===== config.mk =====
export PLATFORM = sky130hd
export DESIGN_NAME = tnn_decompress_flat
export DESIGN_NICKNAME = d
export VERILOG_FILES = /design/src/rtl/tnn_decompress_if.sv /design/src/rtl/tnn_decompress.sv /design/src/flat_wrapper.sv
export SDC_FILE = /design/constraint.sdc
export NUM_CORES = 1
export LEC_CHECK = 0
export BUFFER_PORTS_ARGS = -buffer_cell sky130_fd_sc_hd__buf_4
export CAP_MARGIN = 15
export CORE_MARGIN = 3
export CORE_UTILIZATION = 35
export CTS_CLUSTER_DIAMETER = 60
export DETAILED_ROUTE_END_ITERATION = 8
export PLACE_DENSITY_LB_ADDON = 0.1
export SLEW_MARGIN = 10
export SYNTH_ARGS = -nofsm -noshare
export SYNTH_HDL_FRONTEND = slang
export SYNTH_SLANG_ARGS = --single-unit

===== constraint.sdc =====
create_clock -name clk -period 14.16 [get_ports clk]
set_clock_uncertainty 0.1 [all_clocks]
set_input_delay 0.708 -clock clk [delete_from_list [all_inputs] [get_ports clk]]
set_output_delay 0.708 -clock clk [all_outputs]
set_load 0.05 [all_outputs]

===== src/rtl/tnn_decompress_if.sv =====
// tnn_decompress_if: input-word and decoded-trit handshake bundle for tnn_decompress
interface tnn_decompress_if #(
    parameter int WORD_BYTES = 4
);
    localparam int NB_W = (WORD_BYTES > 1) ? $clog2(WORD_BYTES) : 1;

    logic [8*WORD_BYTES-1:0] in_data_i;
    logic [NB_W-1:0]         in_nbytes_i;
    logic                    in_valid_i;
    logic                    in_ready_o;
    logic [9:0]              out_trits_o;
    logic                    out_err_o;
    logic                    out_last_o;
    logic                    out_valid_o;
    logic                    out_ready_i;

    modport master (
        output in_data_i, in_nbytes_i, in_valid_i, out_ready_i,
        input  in_ready_o, out_trits_o, out_err_o, out_last_o, out_valid_o
    );

    modport slave (
        input  in_data_i, in_nbytes_i, in_valid_i, out_ready_i,
        output in_ready_o, out_trits_o, out_err_o, out_last_o, out_valid_o
    );
endinterface


===== src/rtl/tnn_decompress.sv =====
// tnn_decompress: unpacks base-3 compressed bytes into five ternary weights per cycle
module tnn_decompress #(
    parameter int WORD_BYTES = 4
) (
    input  logic                 clk,
    input  logic                 rst_n,
    input  logic                 clear_i,
    tnn_decompress_if.slave      bus,
    output logic [15:0]          err_cnt_o
);
    localparam int NB_W = (WORD_BYTES > 1) ? $clog2(WORD_BYTES) : 1;

    typedef enum logic {IDLE, EMIT} state_t;

    state_t                  r_state;
    logic [8*WORD_BYTES-1:0] r_word;
    logic [NB_W-1:0]         r_nb;
    logic [NB_W-1:0]         r_k;
    logic [15:0]             r_err_cnt;

    logic       w_valid;
    logic [7:0] w_byte;
    logic       w_err;
    logic       w_last;
    logic       w_out_fire;
    logic       w_in_ready;
    logic       w_in_fire;
    logic [7:0] w_rem;
    logic [7:0] w_dig;
    logic [9:0] w_dec;

    // Output validity is the EMIT state itself, so reset and clear drop it directly
    assign w_valid    = (r_state == EMIT);
    assign w_byte     = 8'(r_word >> {r_k, 3'b000});
    assign w_err      = w_valid && (w_byte >= 8'd243);
    assign w_last     = w_valid && (r_k == r_nb);
    assign w_out_fire = w_valid && bus.out_ready_i;
    assign w_in_ready = !clear_i && (!w_valid || (w_out_fire && w_last));
    assign w_in_fire  = bus.in_valid_i && w_in_ready;

    // Base-3 digit extraction by constant divide, unrolled into one combinational stage
    always_comb begin
        w_rem = w_byte;
        w_dig = '0;
        w_dec = '0;
        for (int i = 0; i < 5; i++) begin
            w_dig = w_rem % 8'd3;
            w_dec[2*i +: 2] = (w_dig == 8'd0) ? 2'b11 : (w_dig == 8'd1) ? 2'b00 : 2'b01;
            w_rem = w_rem / 8'd3;
        end
    end

    assign bus.in_ready_o  = w_in_ready;
    assign bus.out_valid_o = w_valid;
    assign bus.out_err_o   = w_err;
    assign bus.out_last_o  = w_last;
    assign bus.out_trits_o = (w_valid && !w_err) ? w_dec : 10'h000;
    assign err_cnt_o       = r_err_cnt;

    // Word capture, byte stepping and saturating error count; a new word may replace the last byte in the same cycle
    always_ff @(posedge clk or negedge rst_n) begin
        if (!rst_n) begin
            r_state   <= IDLE;
            r_word    <= '0;
            r_nb      <= '0;
            r_k       <= '0;
            r_err_cnt <= '0;
        end else if (clear_i) begin
            r_state   <= IDLE;
            r_k       <= '0;
            r_err_cnt <= '0;
        end else begin
            if (w_out_fire && w_err && r_err_cnt != 16'hFFFF)
                r_err_cnt <= r_err_cnt + 16'd1;
            if (w_in_fire) begin
                r_word  <= bus.in_data_i;
                r_nb    <= bus.in_nbytes_i;
                r_k     <= '0;
                r_state <= EMIT;
            end else if (w_out_fire) begin
                if (w_last)
                    r_state <= IDLE;
                else
                    r_k <= r_k + NB_W'(1);
            end
        end
    end
endmodule

===== src/flat_wrapper.sv =====
// flat-port wrapper written by rule: the top's interface ports become plain ports
module tnn_decompress_flat 
#(
    parameter int WORD_BYTES = 4
)
  (clk, rst_n, clear_i, err_cnt_o, bus_in_data_i, bus_in_nbytes_i, bus_in_valid_i, bus_out_ready_i, bus_in_ready_o, bus_out_trits_o, bus_out_err_o, bus_out_last_o, bus_out_valid_o);
  tnn_decompress_if #(.WORD_BYTES(WORD_BYTES)) bus_i ();
  input  logic clk;
  input  logic rst_n;
  input  logic clear_i;
  output logic [15:0] err_cnt_o;
  input wire logic [$bits(bus_i.in_data_i)-1:0] bus_in_data_i;
  input wire logic [$bits(bus_i.in_nbytes_i)-1:0] bus_in_nbytes_i;
  input wire logic [$bits(bus_i.in_valid_i)-1:0] bus_in_valid_i;
  input wire logic [$bits(bus_i.out_ready_i)-1:0] bus_out_ready_i;
  output wire logic [$bits(bus_i.in_ready_o)-1:0] bus_in_ready_o;
  output wire logic [$bits(bus_i.out_trits_o)-1:0] bus_out_trits_o;
  output wire logic [$bits(bus_i.out_err_o)-1:0] bus_out_err_o;
  output wire logic [$bits(bus_i.out_last_o)-1:0] bus_out_last_o;
  output wire logic [$bits(bus_i.out_valid_o)-1:0] bus_out_valid_o;
  assign bus_i.in_data_i = bus_in_data_i;
  assign bus_i.in_nbytes_i = bus_in_nbytes_i;
  assign bus_i.in_valid_i = bus_in_valid_i;
  assign bus_i.out_ready_i = bus_out_ready_i;
  assign bus_in_ready_o = bus_i.in_ready_o;
  assign bus_out_trits_o = bus_i.out_trits_o;
  assign bus_out_err_o = bus_i.out_err_o;
  assign bus_out_last_o = bus_i.out_last_o;
  assign bus_out_valid_o = bus_i.out_valid_o;
  tnn_decompress #(.WORD_BYTES(WORD_BYTES)) u_core (.clk(clk), .rst_n(rst_n), .clear_i(clear_i), .bus(bus_i), .err_cnt_o(err_cnt_o));
endmodule

==> implementation parameters, run 1 <==
Parameter                              Value

Setup path
  Crit end category ... output port
  Reg-to-reg slack, setup ... 10.40 ns
  Dominant cell type by count on the critical path ... ha_1
  Highest-delay cell along the critical path ... mux4_2
  Reg2Reg Depth ... 10
  Crit Path Max Fanout ... 29
  CP Class ... flop to output port
  Required time of the worst setup path ... 13.35 ns
  Crit path largest cell delay ... 0.57 ns
  Crit path arrival time ... 12.63 ns
  Launching element type of the critical path ... flop

Die
  Initial Util ... 36.07%
  Die X ... 137.2 um
  Die Area ... 0.01882 mm2
  Core region area ... 0.01670 mm2
  Top-level I/O count ... 69
  Die extent in y ... 137.2 um
  Std-Cell Rows ... 47

Timing
  Post-layout minimum cycle time ... 13.44 ns
  Tightest Pin Transition ... 0.9363 ns
  Timing-limited maximum frequency ... 74.40 MHz
  Number of endpoints failing setup at the final stage ... 0
  Max-slew violations ... 0
  Hold violation total from the final report ... 0
  Final Cycle Share ... 94.92%
  Headroom to the max-slew limit ... 37.20%
  WHS ... 0.3578 ns

Synthesis
  Area share of the leading cell type in the synthesized netlist ... 22.02%
  Cell area after synthesis ... 0.006023 mm2
  Number of nets in the synthesized netlist ... 765
  Share of flip-flops with an asynchronous set or reset ... 100.0%
  Leading cell types by total area after synthesis ... dfrtp_1, mux2_2, ha_1, nor2_1, nand2_1
  Most common library cells after synthesis ... nor2_1, nand2_1, dfrtp_1, mux2_2, a21oi_1
  Post-synthesis area per instance ... 8.580 um2
  EDFF count, synth ... 0
  Warnings from Yosys ... 0
  Count of state elements after synthesis ... 53
  Unique cell type count in the Yosys netlist ... 113
  Library cell occupying the most area in the post-synthesis netlist ... dfrtp_1
  Seq/Total Area, Yosys ... 22.02%
  Most used DFF post-synth ... dfrtp_1
  Synthesized instance count ... 702
  Most common cell in the netlist ... nor2_1

Finish
  Number of inserted diodes ... 0
  Fillers ... 1723
  Multi-input combinational cell area ... 0.004392 mm2
  Synth-to-Final Area Change ... 14.29%
  Final nets ... 814
  Utilization of the core after routing ... 41.22%
  Seq. cell area ... 0.001328 mm2
  Share of final-layout standard cells stronger than drive strength 1 ... 27.13%

Drt
  Post-route antenna net violation count ... 0
  Per-cell via count in the routed design ... 5.647
  Vias post-DR ... 5489
  Wire per inst ... 16.27 um
  Number of violations reported at the end of detailed-routing iteration 0 ... 291
  Number of search-and-repair iterations in the first detailed-routing pass ... 4
  Detailed-route wire length ... 15810 um
  Count of unresolved DRC violations after routing ... 0

Global route
  First-pass GRT wire length ... 25980 um
  Maximum number of pins on one net before global-route repair ... 54
  Global routing usage summed across all routing layers ... 16.57%
  Met2 demand-to-capacity share in global routing ... 27.14%
  Number of antenna violations at the first check in global routing ... 0
  Overflow after GRT ... 0
  Global Route met1 Usage ... 23.10%
  Global routing's busiest layer ... met2
  Via count of the first global-routing pass ... 5266
  Met3 demand-to-capacity share in global routing ... 2.009%

Clock tree
  Clock tree from TritonCTS ... done
  Root buf cell ... clkbuf_16
  Number of buffers added to fix hold violations after cts ... 0
  TritonCTS Sinks ... 53
  H-Tree Depth ... 2
  CTS Buffer Depth ... 2
  Number of buffers created by CTS ... 5
  Clock latency reported for the late side of the worst-skew pair ... 0.29 ns
  Clock transition at the registers of the reported paths ... 0.06 ns

Run status
  Status ... finished clean

Place
  Port-buffer cells ... 68
  Detailed placer's ending HPWL ... 12040 um
  Final GP Congestion ... 0.8684

Min path
  Path category of the worst min-delay check ... input pin to asynchronous set/reset pin

Job
  Max-capacitance violation count ... 0
-- final cells by class --
| type | instances | area share [%] |
|---|---|---|
| clock buffer | 6 | 2.017 |
| clock inverter | 2 | 0.1999 |
| inverter | 23 | 1.327 |
| multi-input combinational | 583 | 63.79 |
| sequential | 53 | 19.28 |
| tap | 220 | 3.999 |
| timing repair buffer | 85 | 9.378 |
-- through the flow --
| stage | instance area (um2) | worst slack (ns) | cells | TNS [ns] |
|---|---|---|---|---|
| 3_3_place_gp | 6611 | 0.5533 | 960 | 0 |
| 2_1_floorplan | 6023 | 0.1029 | 702 | 0 |
| 5_1_grt | 6884 | -0.008663 | 972 | -0.008663 |
| 6_report | 6884 | 0.7193 | 972 | 0 |
| 3_5_place_dp | 6611 | 0.1400 | 960 | 0 |
| 4_1_cts | 6771 | 0.03703 | 969 | 0 |
-- worst max-delay path, delay by kind of cell, from the launching register on --
kind	cells	cell delay [ns]
AOI/OAI and AO/OA	11	2.45
adders and majority gates	8	2.11
xor gates and xnor gates	4	0.52
DFF	1	0.45
muxes	3	0.98
and+or+nand+nor	18	4.84
buffers and inverters	5	0.97
-- worst paths after layout --
kind / from / end
min reg2reg: u_core.r_word[16] / u_core.r_word[16]
max reg2reg: u_core.r_k[0] / u_core.err_cnt_o[10]
min in group clk: u_core.r_word[16] / u_core.r_word[16]
max in group asynchronous: rst_n / u_core.r_k[0]
min: rst_n / u_core.err_cnt_o[1]
max: u_core.r_k[0] / bus_out_trits_o[9]
-- cells in the final DEF, fill, tap and decap left out, types with 6 or more instances in the layout --
master / count
buf_4: 83
nor2_1: 67
nand2_1: 56
dfrtp_1: 52
mux2_2: 38
a21oi_1: 35
o21ai_0: 28
nand3_1: 24
xnor2_1: 24
ha_1: 22
inv_1: 19
nor3_1: 17
xor2_1: 16
mux2i_1: 14
a31oi_1: 13
nor2b_1: 11
and2_1: 11
nand4_1: 9
nand2b_1: 8
o22ai_1: 8
mux4_2: 7
and3_1: 7
a211oi_1: 7
or3_1: 6
-- state kept, by name (all words and copies together) (netlist names) --
name                    count
u_core.r_word              32
u_core.err_cnt_o           16
u_core.r_k                  2
u_core.r_nb                 2
u_core.bus.out_valid_o      1
-- what timing repair did --
item	4_1_cts	5_1_grt
gates resized for setup	0	20
buffers inserted	1	3
setup endpoints to repair	2	2
pin swaps	1	0
-- per-layer routing --
layer | part of all wire (%) | routed length (um) | vias to the layer above
met5 | 0 | 0 | -
met4 | 1.5 | 240 | 0
met3 | 4.0 | 639 | 17
met2 | 47 | 7438 | 130
met1 | 47 | 7491 | 2624
li1 | - | - | 2718
-- cells by family (layout without fill, tap and decap cells) --
| group | after synthesis | count (layout) | synth area share, % |
|---|---|---|---|
| fa+ha+maj | 24 | 24 | 4.985 |
| simple gates | 280 | 280 | 26.40 |
| compound gates | 179 | 179 | 22.12 |
| xor+xnor | 40 | 40 | 5.816 |
| mux | 60 | 60 | 12.24 |
| buf+inv | 66 | 116 | 6.419 |
| flops | 53 | 53 | 22.02 |
Power of run 1 is not shown: default switching activity piles up to over one toggle a cycle in this logic, so the estimate is an artifact.
==> run 2: changes to the inputs <==
==> constraint.sdc (replaced) <==
create_clock -name clk -period 14.16 [get_ports clk]
set_clock_uncertainty 0.1 [all_clocks]
set_input_delay 2.124 -clock clk [delete_from_list [all_inputs] [get_ports clk]]
set_output_delay 2.124 -clock clk [all_outputs]
set_load 0.05 [all_outputs]
==> implementation parameters, run 2 (synthesized netlist as in run 1, its figures left out) <==
Parameter                              Value

Run status
  Status ... finished clean

Die
  Die extent in y ... 137.2 um (unchanged)
  Core region area ... 0.01670 mm2 (unchanged)
  Die X ... 137.2 um (unchanged)
  Initial Util ... 36.07% (unchanged)
  Std-Cell Rows ... 47 (unchanged)
  Die Area ... 0.01882 mm2 (unchanged)
  Top-level I/O count ... 69 (unchanged)

Drt
  Number of violations reported at the end of detailed-routing iteration 0 ... 275 (-5.5%)
  Number of search-and-repair iterations in the first detailed-routing pass ... 5 (+1)
  Detailed-route wire length ... 16980 um (+7.4%)
  Vias post-DR ... 5795 (+5.6%)
  Post-route antenna net violation count ... 0 (unchanged)
  Count of unresolved DRC violations after routing ... 0 (unchanged)
  Per-cell via count in the routed design ... 5.665 (+0.31%)
  Wire per inst ... 16.59 um (+2.0%)

Setup path
  Crit path largest cell delay ... 0.57 ns (about the same)
  Dominant cell type by count on the critical path ... ha_2
  Required time of the worst setup path ... 11.94 ns (-1.41 ns)
  Crit path arrival time ... 11.48 ns (-1.15 ns)
  CP Class ... flop to output port
  Crit end category ... output port
  Launching element type of the critical path ... flop
  Crit Path Max Fanout ... 8 (-72%)
  Highest-delay cell along the critical path ... mux4_2

Clock tree
  Number of buffers added to fix hold violations after cts ... 0 (unchanged)
  TritonCTS Sinks ... 53 (unchanged)
  Clock transition at the registers of the reported paths ... 0.07 ns (about the same)
  Root buf cell ... clkbuf_16
  H-Tree Depth ... 2 (unchanged)
  Clock latency reported for the late side of the worst-skew pair ... 0.29 ns (about the same)
  Clock tree from TritonCTS ... done
  CTS Buffer Depth ... 2 (unchanged)
  Number of buffers created by CTS ... 5 (unchanged)

Min path
  Path category of the worst min-delay check ... flop to flop

Finish
  Share of final-layout standard cells stronger than drive strength 1 ... 34.87% (+7.7 points)
  Largest register by flop count ... u_core.r_word
  Largest register FFs ... 32 (unchanged)
  Final nets ... 865 (+6.3%)
  Most frequent cells in the layout ... buf_4, nor2_1, nand2_1, dfrtp_1, mux2_2
  Area of all placed cells without fillers ... 0.007589 mm2 (+10%)
  Leading cell type in the layout, fill and taps excluded ... buf_4
  Synth-to-Final Area Change ... 25.99%
  Number of inserted diodes ... 0 (unchanged)

Timing
  Hold violation total from the final report ... 0 (unchanged)
  Timing-limited maximum frequency ... 72.96 MHz (-1.9%)
  Post-layout minimum cycle time ... 13.71 ns (+0.2652 ns)
  Tightest Pin Transition ... 1.029 ns (+0.09260 ns)
  PnR worst setup slack ... 0.4541 ns (-0.2652 ns)
  Headroom to the max-slew limit ... 30.68% (-6.5 points)
  Max-slew violations ... 0 (unchanged)
  Final Cycle Share ... 96.79% (+1.9 points)
  Number of endpoints failing setup at the final stage ... 0 (unchanged)

Job
  Max-capacitance violation count ... 0 (unchanged)

Global route
  First-pass GRT wire length ... 26860 um (+3.4%)
  Via count of the first global-routing pass ... 5412 (+2.8%)
  Number of antenna violations at the first check in global routing ... 0 (unchanged)
  Overflow after GRT ... 0 (unchanged)
  Maximum number of pins on one net before global-route repair ... 54 (unchanged)
  Global routing usage summed across all routing layers ... 17.23% (+0.65 points)

Place
  Port-buffer cells ... 68 (unchanged)
  Final GP Congestion ... 0.8641 (-0.50%)
  Detailed placer's ending HPWL ... 12350 um (+2.6%)
  Placed inst area ... 0.006842 mm2 (+3.5%)
  Post-place setup slack ... -0.1076 ns (-0.2476 ns)
run 2: path summary, 6_finish.rpt:
check / slack [ns] / to / startpoint / cells after the start
max in group asynchronous: 11.69 / u_core.r_k[0] / rst_n / 1
setup reg to reg: 10.52 / u_core.err_cnt_o[8] / u_core.r_k[1] / 14
hold / removal: 0.41 / u_core.r_word[1] / u_core.r_word[1] / 1
hold reg to reg: 0.41 / u_core.r_word[1] / u_core.r_word[1] / 1
setup / recovery: 0.45 / bus_out_trits_o[8] / u_core.r_k[0] / 50
min in group asynchronous: 1.76 / u_core.err_cnt_o[1] / rst_n / 1
run 2: repair_timing:
item / in CTS / in global routing
gates cloned: 0 / 2
setup endpoints to repair: 2 / 2
setup buffers: 12 / 26
endpoints found under the hold margin: 0 / 0
resized for setup: 8 / 32
pin swaps: 2 / 15
run 2: area by class of cell:
cell class | count | area, um2
tap | 220 | 275.3
sequential | 53 | 1328
clock inverter | 3 | 65.06
multi-input combinational | 584 | 4648
fill | 1658 | 9112
timing repair buffer | 135 | 1051
clock buffer | 5 | 125.1
inverter | 23 | 96.34
run 2: worst max-delay path: cells and delay by family (launching register included):
family	cells	cell delay, ns
adders and majority gates	8	1.72
muxes	3	1.02
buffers and inverters	5	0.77
DFF	1	0.46
xor gates and xnor gates	5	0.68
and+or+nand+nor	17	4.06
AOI/OAI and AO/OA	12	2.46
run 2: per-stage QoR:
stage | utilization (%) | TNS, ns | cells | hold slack (ns)
after global routing | 45.44 | -0.1920 | 1023 | 0.4231
after detailed placement | 40.96 | -0.1260 | 975 | 0.3948
after CTS | 42.80 | 0 | 995 | 0.4111
final | 45.44 | 0 | 1023 | 0.4056
after global placement | 40.96 | 0 | 975 | 0.3863
after floorplan | - | 0 | 702 | 0.3750
run 2: per-layer routing:
| metal | vias up | track usage [%] | routed length (um) |
|---|---|---|---|
| met2 | 146 | 27.71 | 8180 |
| li1 | 2825 | - | - |
| met1 | 2806 | 24.63 | 7910 |
| met3 | 18 | 1.826 | 650 |
| met4 | 0 | 4.656 | 235 |
| met5 | - | 0 | 0 |
Power of run 2 is left out for the same reason.
